### config.mk
export PLATFORM = sky130hd
export DESIGN_NAME = fetch_align_stage
export DESIGN_NICKNAME = d
export VERILOG_FILES = /design/src/rtl/fetch_align_stage_pkg.sv /design/src/rtl/fetch_buffer.sv /design/src/rtl/fetch_align_stage.sv
export SDC_FILE = /design/constraint.sdc
export NUM_CORES = 1
export LEC_CHECK = 0
export ABC_CLOCK_PERIOD_IN_PS = 12500
export CORE_MARGIN = 2
export CORE_UTILIZATION = 53
export CTS_CLUSTER_SIZE = 16
export DETAILED_ROUTE_END_ITERATION = 12
export GPL_ROUTABILITY_DRIVEN = 0
export GPL_TIMING_DRIVEN = 0
export PLACE_DENSITY = 0.76
export SYNTH_ARGS = -nofsm -noshare
export SYNTH_HDL_FRONTEND = slang
export SYNTH_SLANG_ARGS = --single-unit
export TNS_END_PERCENT = 50
### constraint.sdc
create_clock -name clock -period 12.5 [get_ports clock]
set_input_delay 2.5 -clock clock [delete_from_list [all_inputs] [get_ports clock]]
set_output_delay 2.5 -clock clock [all_outputs]
set_load 0.01 [all_outputs]
### src/rtl/fetch_align_stage_pkg.sv
// Shared types for the instruction fetch/align stage and its consumers.
// fetch_out_type is the bundle decode receives as its fetch input.
package fetch_align_stage_pkg;

  localparam logic [31:0] nop_instr = 32'h0000_0013;

  typedef struct packed {
    logic        done;
    logic [31:0] pc;
    logic [31:0] instr;
  } fetch_out_type;

  typedef struct packed {
    fetch_out_type f;
    logic [31:0]   pc;
    logic          discard;
    logic [31:0]   fetch_addr;
    logic          pending;
    logic [31:0]   req_addr;
  } fetch_reg_type;

  function automatic fetch_reg_type init_fetch_reg(input logic [31:0] reset_pc);
    fetch_reg_type r;
    r.f.done     = 1'b0;
    r.f.pc       = 32'h0;
    r.f.instr    = nop_instr;
    r.pc         = reset_pc;
    r.discard    = 1'b0;
    r.fetch_addr = reset_pc;
    r.pending    = 1'b0;
    r.req_addr   = 32'h0;
    return r;
  endfunction

endpackage

### src/rtl/fetch_buffer.sv
// Small word FIFO between the prefetcher and the aligner.
// Exposes the head word and the word behind it so straddling instructions can be assembled.
module fetch_buffer #(
  parameter int DEPTH = 4
) (
  input  logic                   clock,
  input  logic                   reset,
  input  logic                   push,
  input  logic [31:0]            wdata,
  input  logic                   pop,
  input  logic                   flush,
  output logic [31:0]            head,
  output logic [31:0]            next,
  output logic [$clog2(DEPTH):0] count
);

  localparam int AW = $clog2(DEPTH);

  logic [31:0]   mem [DEPTH];
  logic [AW-1:0] rd_ptr;
  logic [AW-1:0] wr_ptr;

  always_ff @(posedge clock) begin
    if (push) mem[wr_ptr] <= wdata;
  end

  always_ff @(posedge clock or posedge reset) begin
    if (reset) begin
      rd_ptr <= '0;
      wr_ptr <= '0;
      count  <= '0;
    end else if (flush) begin
      rd_ptr <= '0;
      wr_ptr <= '0;
      count  <= '0;
    end else begin
      if (push) wr_ptr <= wr_ptr + AW'(1);
      if (pop)  rd_ptr <= rd_ptr + AW'(1);
      count <= count + {{AW{1'b0}}, push} - {{AW{1'b0}}, pop};
    end
  end

  assign head = mem[rd_ptr];
  assign next = mem[rd_ptr + AW'(1)];

endmodule

### src/rtl/fetch_align_stage.sv
// Instruction fetch stage: single-outstanding prefetcher into a word FIFO, then
// RVC-aware realignment into a registered {done, pc, instr} for decode.
module fetch_align_stage
  import fetch_align_stage_pkg::*;
#(
  parameter logic [31:0] RESET_PC = 32'h0000_0000,
  parameter int          DEPTH    = 4
) (
  input  logic        clock,
  input  logic        reset,
  output logic        imem_valid,
  output logic [31:0] imem_addr,
  input  logic        imem_ready,
  input  logic [31:0] imem_rdata,
  input  logic        stall,
  input  logic        redirect,
  input  logic [31:0] redirect_pc,
  output logic        f_done,
  output logic [31:0] f_pc,
  output logic [31:0] f_instr
);

  localparam int            CW      = $clog2(DEPTH) + 1;
  localparam logic [CW-1:0] DEPTH_C = CW'(DEPTH);
  localparam logic [CW-1:0] ONE_C   = CW'(1);

  fetch_reg_type fetch_p1;
  fetch_reg_type fetch_p0;

  logic [CW-1:0] count;
  logic [CW-1:0] count_n;
  logic [31:0]   head;
  logic [31:0]   next_word;
  logic          push;
  logic          pop;
  logic          complete;
  logic          al_ok;
  logic          al_pop;
  logic [31:0]   al_instr;
  logic [31:0]   al_pc;
  logic          unused_pc_bit0;

  assign unused_pc_bit0 = redirect_pc[0];

  fetch_buffer #(
    .DEPTH(DEPTH)
  ) u_buffer (
    .clock (clock),
    .reset (reset),
    .push  (push),
    .wdata (imem_rdata),
    .pop   (pop),
    .flush (redirect),
    .head  (head),
    .next  (next_word),
    .count (count)
  );

  // Stage p0: align the FIFO head at the current pc
  always_comb begin
    al_ok    = 1'b0;
    al_pop   = 1'b0;
    al_instr = nop_instr;
    al_pc    = fetch_p1.pc;
    if (count != '0) begin
      if (!fetch_p1.pc[1]) begin
        al_ok = 1'b1;
        if (head[1:0] == 2'b11) begin
          al_instr = head;
          al_pop   = 1'b1;
          al_pc    = fetch_p1.pc + 32'd4;
        end else begin
          al_instr = {16'h0000, head[15:0]};
          al_pc    = fetch_p1.pc + 32'd2;
        end
      end else if (head[17:16] != 2'b11) begin
        al_ok    = 1'b1;
        al_instr = {16'h0000, head[31:16]};
        al_pop   = 1'b1;
        al_pc    = fetch_p1.pc + 32'd2;
      end else if (count > ONE_C) begin
        al_ok    = 1'b1;
        al_instr = {next_word[15:0], head[31:16]};
        al_pop   = 1'b1;
        al_pc    = fetch_p1.pc + 32'd4;
      end
    end
  end

  assign complete = fetch_p1.pending & imem_ready;
  assign push     = complete & ~fetch_p1.discard & ~redirect;
  assign pop      = al_pop & ~stall & ~redirect;
  assign count_n  = redirect ? '0
                  : count + {{(CW-1){1'b0}}, push} - {{(CW-1){1'b0}}, pop};

  always_comb begin
    fetch_p0 = fetch_p1;
    if (redirect) begin
      fetch_p0.f          = '{done: 1'b0, pc: 32'h0, instr: nop_instr};
      fetch_p0.pc         = {redirect_pc[31:1], 1'b0};
      fetch_p0.fetch_addr = {redirect_pc[31:2], 2'b00};
      // A still-open request must run to completion; its data is stale.
      fetch_p0.discard    = fetch_p1.pending & ~imem_ready;
    end else begin
      if (complete) begin
        if (!fetch_p1.discard) fetch_p0.fetch_addr = fetch_p1.fetch_addr + 32'd4;
        fetch_p0.discard = 1'b0;
      end
      if (!stall) begin
        fetch_p0.f.done  = al_ok;
        fetch_p0.f.pc    = al_ok ? fetch_p1.pc : 32'h0;
        fetch_p0.f.instr = al_instr;
        fetch_p0.pc      = al_pc;
      end
    end
    if (fetch_p1.pending && !imem_ready) begin
      fetch_p0.pending = 1'b1;
    end else begin
      fetch_p0.pending  = (count_n < DEPTH_C);
      fetch_p0.req_addr = fetch_p0.fetch_addr;
    end
  end

  // Stage p1: registered state and decode-facing outputs
  always_ff @(posedge clock or posedge reset) begin
    if (reset) fetch_p1 <= init_fetch_reg(RESET_PC);
    else       fetch_p1 <= fetch_p0;
  end

  assign imem_valid = fetch_p1.pending;
  assign imem_addr  = fetch_p1.req_addr;
  assign f_done     = fetch_p1.f.done;
  assign f_pc       = fetch_p1.f.pc;
  assign f_instr    = fetch_p1.f.instr;

endmodule

* Yosys cells after proc, flatten, opt, wreduce, memory -nomap -nowiden *
Memories as Yosys holds them, arrays and structs flattened.
Index checks and enable logic that the tools add are counted.

word-level totals
  bits in writable memories = 128
  output and inout bits = 98
  register bits = 170
  word-level logic and storage cells = 75
  memories = 1

memories
  memory        words  bits a word  read ports  clocked after memory_dff  write ports  line                source
  u_buffer.mem  4      32           2           0                         1            fetch_buffer.sv:19  logic [31:0] mem [DEPTH];

operators by class
  equal/unequal tests = 4
  multiplexer cells = 30
  reduce and logical (&&, ||, !) cells = 9
  bitwise operators = 10
  magnitude comparators = 2
  $add $sub $neg = 7

operator list
  operator               count
  $mux 32                12
  $mux 130               1
  $mux 97                1
  $add 32x3->32 const B  2
  $mux 33                1
  $add 32x2->32 const B  1
  $mux 1                 10
  $mux 2                 4
  $reduce_bool 2->1      4
  $and 1x1->1            6
  $add 2x1->2 const B    2
  $ne 4x2->1 const B     1
  $not 1->1              4
  $add 3x1->3            1
  $gt 3x1->1 const B     1
  $lt 3x3->1 const B     1
  $mux 3                 1
  $reduce_and 3->1       1
  $reduce_bool 3->1      1
  $sub 3x1->3            1
  $eq 2x2->1 const B     1
  $ne 2x1->1 const B     1
  $ne 2x2->1 const B     1
  $reduce_and 2->1       1
  2 further kinds        2

* Longest topological paths before layout *
Gate-level depths: netlist of run 1.

  depth after elaboration = 11
  depth in mapped cells = 13
  mapped depth without buffers = 13

* Cells and area by module *
A second synthesis of run 1 with hierarchy kept.

second synthesis, totals
  cell total of the unflattened synthesis = 1,126
  area total of the unflattened synthesis = 14,482.6 µm²

by module, submodules not included
  module             times used  sequential area each (µm²)  cells an instance  area each (µm²)
  fetch_align_stage  1           4,057.6                     883                8,678.3
  fetch_buffer       1           4,018.9                     243                5,804.3

* Least setup slack after synthesis of run 1 *
Ideal clock, no wire load.

  path kind = input port to flip-flop
  from = input redirect
  to = register fetch_p1 (netlist bit imem_valid)
  arrival time = 4,858 ps
  stages = 12
  setup slack = 7,512 ps
  setup time = 130 ps
  data required time = 12,370 ps
  cells stage by stage = clkbuf_1 > clkbuf_1 > clkbuf_1 > buf_1 > nor2_1 > ha_1 > inv_1 > ha_1 > fa_1 > xor2_1 > nor2_1 > nand2_1

RTL lines
  item                  line                      source
  from (decl)           fetch_align_stage.sv:16   input logic redirect,
  to (signal assigned)  fetch_align_stage.sv:126  if (reset) fetch_p1 <= init_fetch_reg(RESET_PC);
  to (signal assigned)  fetch_align_stage.sv:127  else fetch_p1 <= fetch_p0;
  to (decl)             fetch_align_stage.sv:27   fetch_reg_type fetch_p1;

==> qor.log, run 1 <==
[floorplanning] row count 59
[global_routing] largest net degree at the start of global routing 111
[finish] fraction of final layout cells sized beyond drive strength 1 0.1954
[pwr] peak ir drop on the vdd network 0.0001307 V
[sta] Slew @ Worst Pin 1.091 ns
[synthesis] Synth cell types 68
[floorplanning] initial cell density of the core 0.5351
[finish] n_diodes 0
[finish] most common cell after layout, fill and taps aside sky130_fd_sc_hd__dfrtp_1
[sta] number of max-slew violations in the final report 0
[flow_run] # Max-Cap Violations 0
[route] count of unresolved DRC violations after routing 0
[clock_tree] clk_lat worst skew 0.55 ns
[clock_tree] clock slew seen by the registers of the worst setup and hold paths 0.06 ns
[synthesis] Synth Instances 1084
[clock_tree] number of buffers added to fix hold violations after cts 0
[global_routing] first-pass GRT wire length 51.67 mm
[synthesis] number of warnings issued by yosys 0
[pwr] areal power density over the cells 162.9 mW/mm2
[pwr] Psw 0.0007663 W
[global_routing] total global routing track utilization 0.2489
[sta] Fin Setup TNS 0 ns
[pwr] fraction of power spent switching nets 0.2778
[sta] Rel. slew slack 0.2656
[sta] setup repair after global routing missed its margin false
[min_path] path type of the worst min-delay path reg2reg
[sta] final critical-path required period 5.243 ns
[clock_tree] Clock Tree Buf Depth 3
[route] detailed-route wire length 33.82 mm
[clock_tree] CTS resizes 0
[route] remaining number of nets flagged by the antenna check after routing 0
[pwr] portion of total power attributed to combinational logic 0.237
[route] average wire per standard cell 20.62 um
[clock_tree] post-CTS setup-driven buffer insertion count 0
[pwr] clock network fraction of design power 0.325
[pwr] Internal 0.001992 W
[global_routing] vias in the first global route 9254
[setup_path] arrival time of the worst setup path 5.66 ns
[run_status] run status finished clean
[sta] highest clock rate 190.7 MHz
[finish] final design area excluding fillers 0.01693 mm2
[floorplanning] number of I/O pins 167
[setup_path] peak fanout along the critical path 10
[setup_path] Critical Path Source Type input port
[synthesis] most used flip-flop cell after synthesis sky130_fd_sc_hd__dfrtp_1
[global_routing] number of antenna violations at the first check in global routing 0
[synthesis] async set-reset flop share out of synthesis 0.5690
[synthesis] Post-Syn Nets 1164
[placed_design] post-detailed-placement half-perimeter wirelength 24.25 mm
[floorplanning] width of the die 165.5 um
[finish] core occupancy in the finished layout 0.6552
[synthesis] total standard cell area after synthesis 0.01383 mm2
[sta] Final setup violation count 0
[route] Via Count 9517
[global_routing] total overflow reported by the global router 0
[clock_tree] deepest level of the CTS H-tree 1
[setup_path] Crit. End Element register
[setup_path] reg2reg start u_buffer.rd_ptr[1]$_DFFE_PP0P_
[clock_tree] Root Buffer Master sky130_fd_sc_hd__clkbuf_16
[sta] final cycle utilization of the critical path 0.4195
[floorplanning] Die Span Y 165.5 um
[clock_tree] number of buffers created by CTS 30
[clock_tree] sink count of the clock tree 297
[setup_path] category of the most critical setup path in2reg
[finish] leading cell types in the layout, fill and taps excluded sky130_fd_sc_hd__dfrtp_1, sky130_fd_sc_hd__clkdlybuf4s50_1, sky130_fd_sc_hd__edfxtp_1
[synthesis] sequential-to-total area share from yosys stat 0.5842
[synthesis] top cells by area, synth sky130_fd_sc_hd__dfrtp_1, sky130_fd_sc_hd__edfxtp_1, sky130_fd_sc_hd__mux4_2, sky130_fd_sc_hd__buf_4, sky130_fd_sc_hd__nand2_1
[synthesis] Yosys top cell by area sky130_fd_sc_hd__dfrtp_1
[min_path] startpoint of the tightest hold check path imem_addr[3]$_DFFE_PP0N_
[finish] Synth-to-Final Area Change 22.44%
[route] first drt pass iteration count 6
[synthesis] share of the synthesized area in the top cell type 0.3005
[placed_design] count of input and output buffers 164
[synthesis] synthesized area divided by synthesized cell count 12.75 um2
[pwr] Leak 6.584 nW
[clock_tree] TritonCTS clock tree built
[synthesis] flip-flop and latch count after synthesis 297
[setup_path] critical path startpoint redirect
[route] number of DRC violations after detailed-routing iteration 0 1029
[pwr] relative contribution of sequential cells to total power 0.438
[sta] number of hold-slack violations in the final timing report 0
[finish] total number of nets in the final design 1361
[synthesis] EDFF count, synth 128
[route] average via count per standard cell 5.803
[placed_design] Post-Place Cell Area 0.01593 mm2
[floorplanning] Core ar. 0.02584 mm2
[floorplanning] area enclosed by the die boundary 0.02739 mm2
[setup_path] data required time at the worst endpoint 12.92 ns
[sta] final worst clock skew 0.01158 ns
synthesized netlist by cell type, types with 11 or more instances:
cell and instances:
sky130_fd_sc_hd__buf_2 11, sky130_fd_sc_hd__buf_4 98, sky130_fd_sc_hd__o21ai_0 44, sky130_fd_sc_hd__inv_1 24
sky130_fd_sc_hd__edfxtp_1 128, sky130_fd_sc_hd__nand4_1 16, sky130_fd_sc_hd__mux2_2 22, sky130_fd_sc_hd__xor2_1 13
sky130_fd_sc_hd__nand2_1 104, sky130_fd_sc_hd__clkbuf_1 31, sky130_fd_sc_hd__mux4_2 50, sky130_fd_sc_hd__xnor2_1 34
sky130_fd_sc_hd__nor2_1 75, sky130_fd_sc_hd__mux2i_1 18, sky130_fd_sc_hd__a22o_1 20, sky130_fd_sc_hd__nand3_1 21
sky130_fd_sc_hd__and3_1 15, sky130_fd_sc_hd__nor3_1 20, sky130_fd_sc_hd__a21oi_1 31, sky130_fd_sc_hd__dfrtp_1 166
sky130_fd_sc_hd__a22oi_1 16
metrics by stage:
step	worst slack [ns]	instances	power, W	hold slack [ns]
6_report	7.257	1640	0.002758	0.4688
5_1_grt	7.080	1640	0.002876	0.5038
4_1_cts	7.281	1640	0.002769	0.4753
3_5_place_dp	6.710	1584	0.001874	0.4623
3_3_place_gp	3.116	1583	0.001859	0.4603
2_1_floorplan	5.430	1084	0.001607	0.4400
cells by family after synthesis:
family | count (synthesis) | share of synthesized area
AOI/OAI and AO/OA | 164 | 0.08199
buffers and inverters | 172 | 0.07430
muxes | 90 | 0.1124
and+or+nand+nor | 303 | 0.1069
xor gates and xnor gates | 47 | 0.02977
adders and majority gates | 11 | 0.01050
DFF | 297 | 0.5842
layout make-up:
cell class                 instances  area (um2)
fill                            1934        8909
clock inverter                    17       177.7
tap                              335       419.2
timing repair buffer             165        1669
clock buffer                      39       824.5
inverter                          25       101.3
sequential                       297        8077
multi-input combinational        615        4727
buffer                           147       933.4
power by group through the flow:
stage / Clock [W] / Sequential [W] / Combinational (W)
3_3_place_gp: 0 / 0.00122 / 0.000637
4_1_cts: 0.000908 / 0.00121 / 0.000653
5_1_grt: 0.000950 / 0.00122 / 0.000704
3_5_place_dp: 0 / 0.00123 / 0.000649
6_report: 0.000897 / 0.00121 / 0.000652
2_1_floorplan: 0 / 0.00120 / 0.000408
worst max-delay path: stages:
cell	delay, ns
sky130_fd_sc_hd__clkbuf_1	0.41
sky130_fd_sc_hd__clkbuf_1	0.45
sky130_fd_sc_hd__clkbuf_1	0.51
sky130_fd_sc_hd__buf_1	0.42
sky130_fd_sc_hd__nor2_1	0.10
sky130_fd_sc_hd__ha_1	0.28
sky130_fd_sc_hd__inv_1	0.04
sky130_fd_sc_hd__ha_1	0.20
sky130_fd_sc_hd__fa_1	0.38
sky130_fd_sc_hd__xor2_1	0.18
sky130_fd_sc_hd__nor2_1	0.12
sky130_fd_sc_hd__nand2_1	0.07
path summary, 6_finish.rpt:
kind	endpoint	slack (ns)	cells past startpoint
max in group asynchronous	fetch_p1[91]$_DFFE_PP0P_	9.18	3
hold reg to reg	imem_addr[3]$_DFFE_PP0N_	0.47	2
setup reg to reg	imem_valid$_DFF_PP0_	9.45	12
min in group asynchronous	f_done$_DFFE_PP0N_	2.39	2
setup / recovery	imem_valid$_DFF_PP0_	7.26	12
hold / removal	imem_addr[3]$_DFFE_PP0N_	0.47	2
metal layers:
layer | track usage | wire [um] | up-vias
li1 | - | - | 4268
met1 | 0.3456 | 13920 | 4741
met2 | 0.4072 | 16390 | 435
met3 | 0.03746 | 2406 | 73
met4 | 0.08190 | 1100 | 0
met5 | 0 | 0 | -
flip-flops by register name, indices dropped and copies added, names as in the netlist:
name,flops
f_pc,32
imem_valid,1
imem_addr,32
u_buffer.wr_ptr,2
u_buffer.mem,128
f_done,1
f_instr,32
u_buffer.count,3
u_buffer.rd_ptr,2
fetch_p1,64
(Power assumes the default switching activity.)
==> inputs of run 2 (changes only) <==
--- a/config.mk
+++ b/config.mk
@@ -5,7 +5,7 @@
 export SDC_FILE = /design/constraint.sdc
 export NUM_CORES = 1
 export LEC_CHECK = 0
-export ABC_CLOCK_PERIOD_IN_PS = 12500
+export ABC_CLOCK_PERIOD_IN_PS = 5000
 export CORE_MARGIN = 2
 export CORE_UTILIZATION = 53
 export CTS_CLUSTER_SIZE = 16
==> constraint.sdc (replaced) <==
create_clock -name clock -period 5 [get_ports clock]
set_input_delay 1 -clock clock [delete_from_list [all_inputs] [get_ports clock]]
set_output_delay 1 -clock clock [all_outputs]
set_load 0.01 [all_outputs]
==> qor.log, run 2 (synthesis gave the netlist of run 1 again) <==
[finish] flip-flop count of the largest register after layout 128 [unchanged]
[clock_tree] deepest level of the CTS H-tree 1 [unchanged]
[floorplanning] number of I/O pins 167 [unchanged]
[route] count of unresolved DRC violations after routing 0 [unchanged]
[finish] largest registers in the final layout u_buffer.mem (128), fetch_p1 (64) [unchanged]
[clock_tree] post-CTS setup-driven buffer insertion count 0 [unchanged]
[global_routing] total global routing track utilization 0.2545 [was 0.2489]
[sta] Rel. slew slack 0.2352 [was 0.2656]
[placed_design] post-placement cell count 1587 [was 1584]
[setup_path] register-to-register setup slack 1.99 ns [was 9.45 ns]
[finish] leading cell types in the layout, fill and taps excluded sky130_fd_sc_hd__dfrtp_1, sky130_fd_sc_hd__clkdlybuf4s50_1, sky130_fd_sc_hd__edfxtp_1 [unchanged]
[pwr] peak ir drop on the vdd network 0.0003430 V [was 0.0001307 V]
[setup_path] Crit. End Element register [unchanged]
[setup_path] category of the most critical setup path in2reg [unchanged]
[min_path] cell depth of the worst hold path 2 [unchanged]
[placed_design] post-detailed-placement half-perimeter wirelength 24.78 mm [was 24.25 mm]
[sta] Worst Setup Slack, final 1.208 ns [was 7.257 ns]
[route] remaining number of nets flagged by the antenna check after routing 0 [unchanged]
[global_routing] first-pass GRT wire length 52.72 mm [was 51.67 mm]
[finish] Sequential cell area 0.008077 mm2 [unchanged]
[global_routing] largest net degree at the start of global routing 40 [was 111]
[floorplanning] Core ar. 0.02584 mm2 [unchanged]
[sta] final worst clock skew 0.01431 ns [was 0.01158 ns]
[setup_path] endpoint of the most critical register-to-register path imem_valid$_DFF_PP0_ [unchanged]
[global_routing] vias in the first global route 9359 [was 9254]
[finish] fraction of final layout cells sized beyond drive strength 1 0.1980 [was 0.1954]
[sta] final critical-path required period 3.792 ns
[finish] multi-input gate area in the final layout 0.004727 mm2 [unchanged]
[finish] most common cell after layout, fill and taps aside sky130_fd_sc_hd__dfrtp_1 [unchanged]
[route] average via count per standard cell 5.837 [was 5.803]
[setup_path] data required time at the worst endpoint 5.43 ns [was 12.92 ns]
[sta] number of max-slew violations in the final report 0 [unchanged]
[min_path] path type of the worst min-delay path reg2reg [unchanged]
[sta] final cycle utilization of the critical path 0.7585
[global_routing] number of antenna violations at the first check in global routing 0 [unchanged]
[finish] Synth-to-Final Area Change 22.65% [was 22.44%]
[clock_tree] number of buffers created by CTS 30 [unchanged]
[sta] highest clock rate 263.7 MHz
[clock_tree] Clock Tree Buf Depth 3 [unchanged]
[route] detailed-route wire length 34.48 mm [was 33.82 mm]
[finish] n_diodes 0 [unchanged]
[sta] Slew @ Worst Pin 1.137 ns [was 1.091 ns]
[clock_tree] clock slew seen by the registers of the worst setup and hold paths 0.06 ns [about the same]
[sta] Final setup violation count 0 [unchanged]
[global_routing] total overflow reported by the global router 0 [unchanged]
[clock_tree] Root Buffer Master sky130_fd_sc_hd__clkbuf_16 [unchanged]
[sta] number of hold-slack violations in the final timing report 0 [unchanged]
[setup_path] depth of the most critical reg-to-reg path 11 [was 12]
[clock_tree] sink count of the clock tree 297 [unchanged]
[pwr] Leak 6.598 nW [was 6.584 nW]
[floorplanning] width of the die 165.5 um [unchanged]
[sta] Fin Setup TNS 0 ns [unchanged]
[min_path] startpoint of the tightest hold check path imem_addr[3]$_DFFE_PP0N_ [unchanged]
[clock_tree] number of buffers added to fix hold violations after cts 0 [unchanged]
[sta] setup repair after global routing missed its margin false [unchanged]
[setup_path] reg2reg start u_buffer.mem[3][1]$_DFFE_PP_ [was u_buffer.rd_ptr[1]$_DFFE_PP0P_]
[flow_run] # Max-Cap Violations 0 [unchanged]
[clock_tree] TritonCTS clock tree built [unchanged]
[floorplanning] row count 59 [unchanged]
[finish] number of fillers in the final layout 1890 [was 1934]
[clock_tree] CTS resizes 0 [unchanged]
[floorplanning] initial cell density of the core 0.5351 [unchanged]
[finish] count of placed standard cells in the final layout, fillers left out 1643 [was 1640]
[clock_tree] clk_lat worst skew 0.56 ns [was 0.55 ns]
[setup_path] Critical Path Source Type input port [unchanged]
[setup_path] arrival time of the worst setup path 4.22 ns [was 5.66 ns]
[route] number of DRC violations after detailed-routing iteration 0 859 [was 1029]
[setup_path] peak fanout along the critical path 10 [unchanged]
[pwr] areal power density over the cells 404.9 mW/mm2 [was 162.9 mW/mm2]
[placed_design] count of input and output buffers 164 [unchanged]
[floorplanning] Die Span Y 165.5 um [unchanged]
[pwr] overall power of the completed layout 0.006867 W [was 0.002758 W]
[route] Via Count 9590 [was 9517]
[floorplanning] area enclosed by the die boundary 0.02739 mm2 [unchanged]
[finish] core occupancy in the finished layout 0.6563 [was 0.6552]
[route] first drt pass iteration count 5 [was 6]
[finish] top register by number of flip-flops u_buffer.mem [unchanged]
[route] average wire per standard cell 20.99 um [was 20.62 um]
[finish] total number of nets in the final design 1364 [was 1361]
[placed_design] dpl ws 0.6385 ns [was 6.710 ns]
[min_path] end point of the most critical hold path imem_addr[3]$_DFFE_PP0N_ [unchanged]
[run_status] run status finished clean [unchanged]
run 2: layout make-up:
type	instances	share of cell area
Buffer	147	0.05504
Clock buffer	44	0.05121
Clock inverter	12	0.006714
Inverter	25	0.005755
Multi-Input combinational cell	615	0.2788
Sequential cell	297	0.4763
Tap cell	335	0.02472
Timing Repair Buffer	168	0.1015
run 2: worst max path at each step:
stage	from	to	slack (ns)
finish	redirect	imem_valid$_DFF_PP0_	1.21
global route	redirect	imem_valid$_DFF_PP0_	1.03
CTS	redirect	imem_valid$_DFF_PP0_	1.24
detailed placement	redirect	imem_valid$_DFF_PP0_	0.64
global placement	reset	imem_addr[3]$_DFFE_PP0N_	0.38
floorplan	redirect	imem_valid$_DFF_PP0_	1.51
run 2: report_power, final:
group	switching (W)	internal, W
logic	0.000793	0.000843
clock network	0.000939	0.00126
registers	0.000205	0.00282
total	0.00194	0.00493
run 2: through the flow:
step	hold slack, ns	cell area (um2)
finish	0.4758	16960
CTS	0.4795	16960
detailed placement	0.4673	15980
global placement	0.4601	15890
global route	0.5016	16960
floorplan	0.4400	13830
run 2: routing by layer:
layer / part of all wire / GRT usage / vias to the layer above
li1: - / - / 4277
met1: 0.41 / 0.3524 / 4787
met2: 0.48 / 0.4095 / 428
met3: 0.074 / 0.04396 / 98
met4: 0.037 / 0.09052 / 0
met5: 0 / 0 / -
run 2: critical path, stage by stage:
cell and delay, ns:
sky130_fd_sc_hd__clkbuf_1 0.43, sky130_fd_sc_hd__clkbuf_1 0.44, sky130_fd_sc_hd__clkbuf_1 0.55, sky130_fd_sc_hd__buf_1 0.44
sky130_fd_sc_hd__nor2_1 0.10, sky130_fd_sc_hd__ha_1 0.29, sky130_fd_sc_hd__inv_1 0.04, sky130_fd_sc_hd__ha_1 0.20
sky130_fd_sc_hd__fa_1 0.38, sky130_fd_sc_hd__xor2_1 0.17, sky130_fd_sc_hd__nor2_1 0.11, sky130_fd_sc_hd__nand2_1 0.07
==> inputs of run 3 (changes only) <==
--- a/config.mk
+++ b/config.mk
@@ -5,7 +5,7 @@
 export SDC_FILE = /design/constraint.sdc
 export NUM_CORES = 1
 export LEC_CHECK = 0
-export ABC_CLOCK_PERIOD_IN_PS = 5000
+export ABC_CLOCK_PERIOD_IN_PS = 3800
 export CORE_MARGIN = 2
 export CORE_UTILIZATION = 53
 export CTS_CLUSTER_SIZE = 16
==> constraint.sdc (replaced) <==
create_clock -name clock -period 3.8 [get_ports clock]
set_input_delay 0.76 -clock clock [delete_from_list [all_inputs] [get_ports clock]]
set_output_delay 0.76 -clock clock [all_outputs]
set_load 0.01 [all_outputs]
==> results of run 3 <==
Same layout as run 2 (identical final DEF). Status: finished clean.
Main changes from that run: setup slack after placement 0.6385 ns -> -0.3215 ns; setup slack after layout 1.208 ns -> 0.2477 ns; register-to-register setup slack 1.99 ns -> 0.79 ns; total power 0.006867 W -> 0.009035 W; worst IR drop on VDD 0.0003430 V -> 0.0004513 V
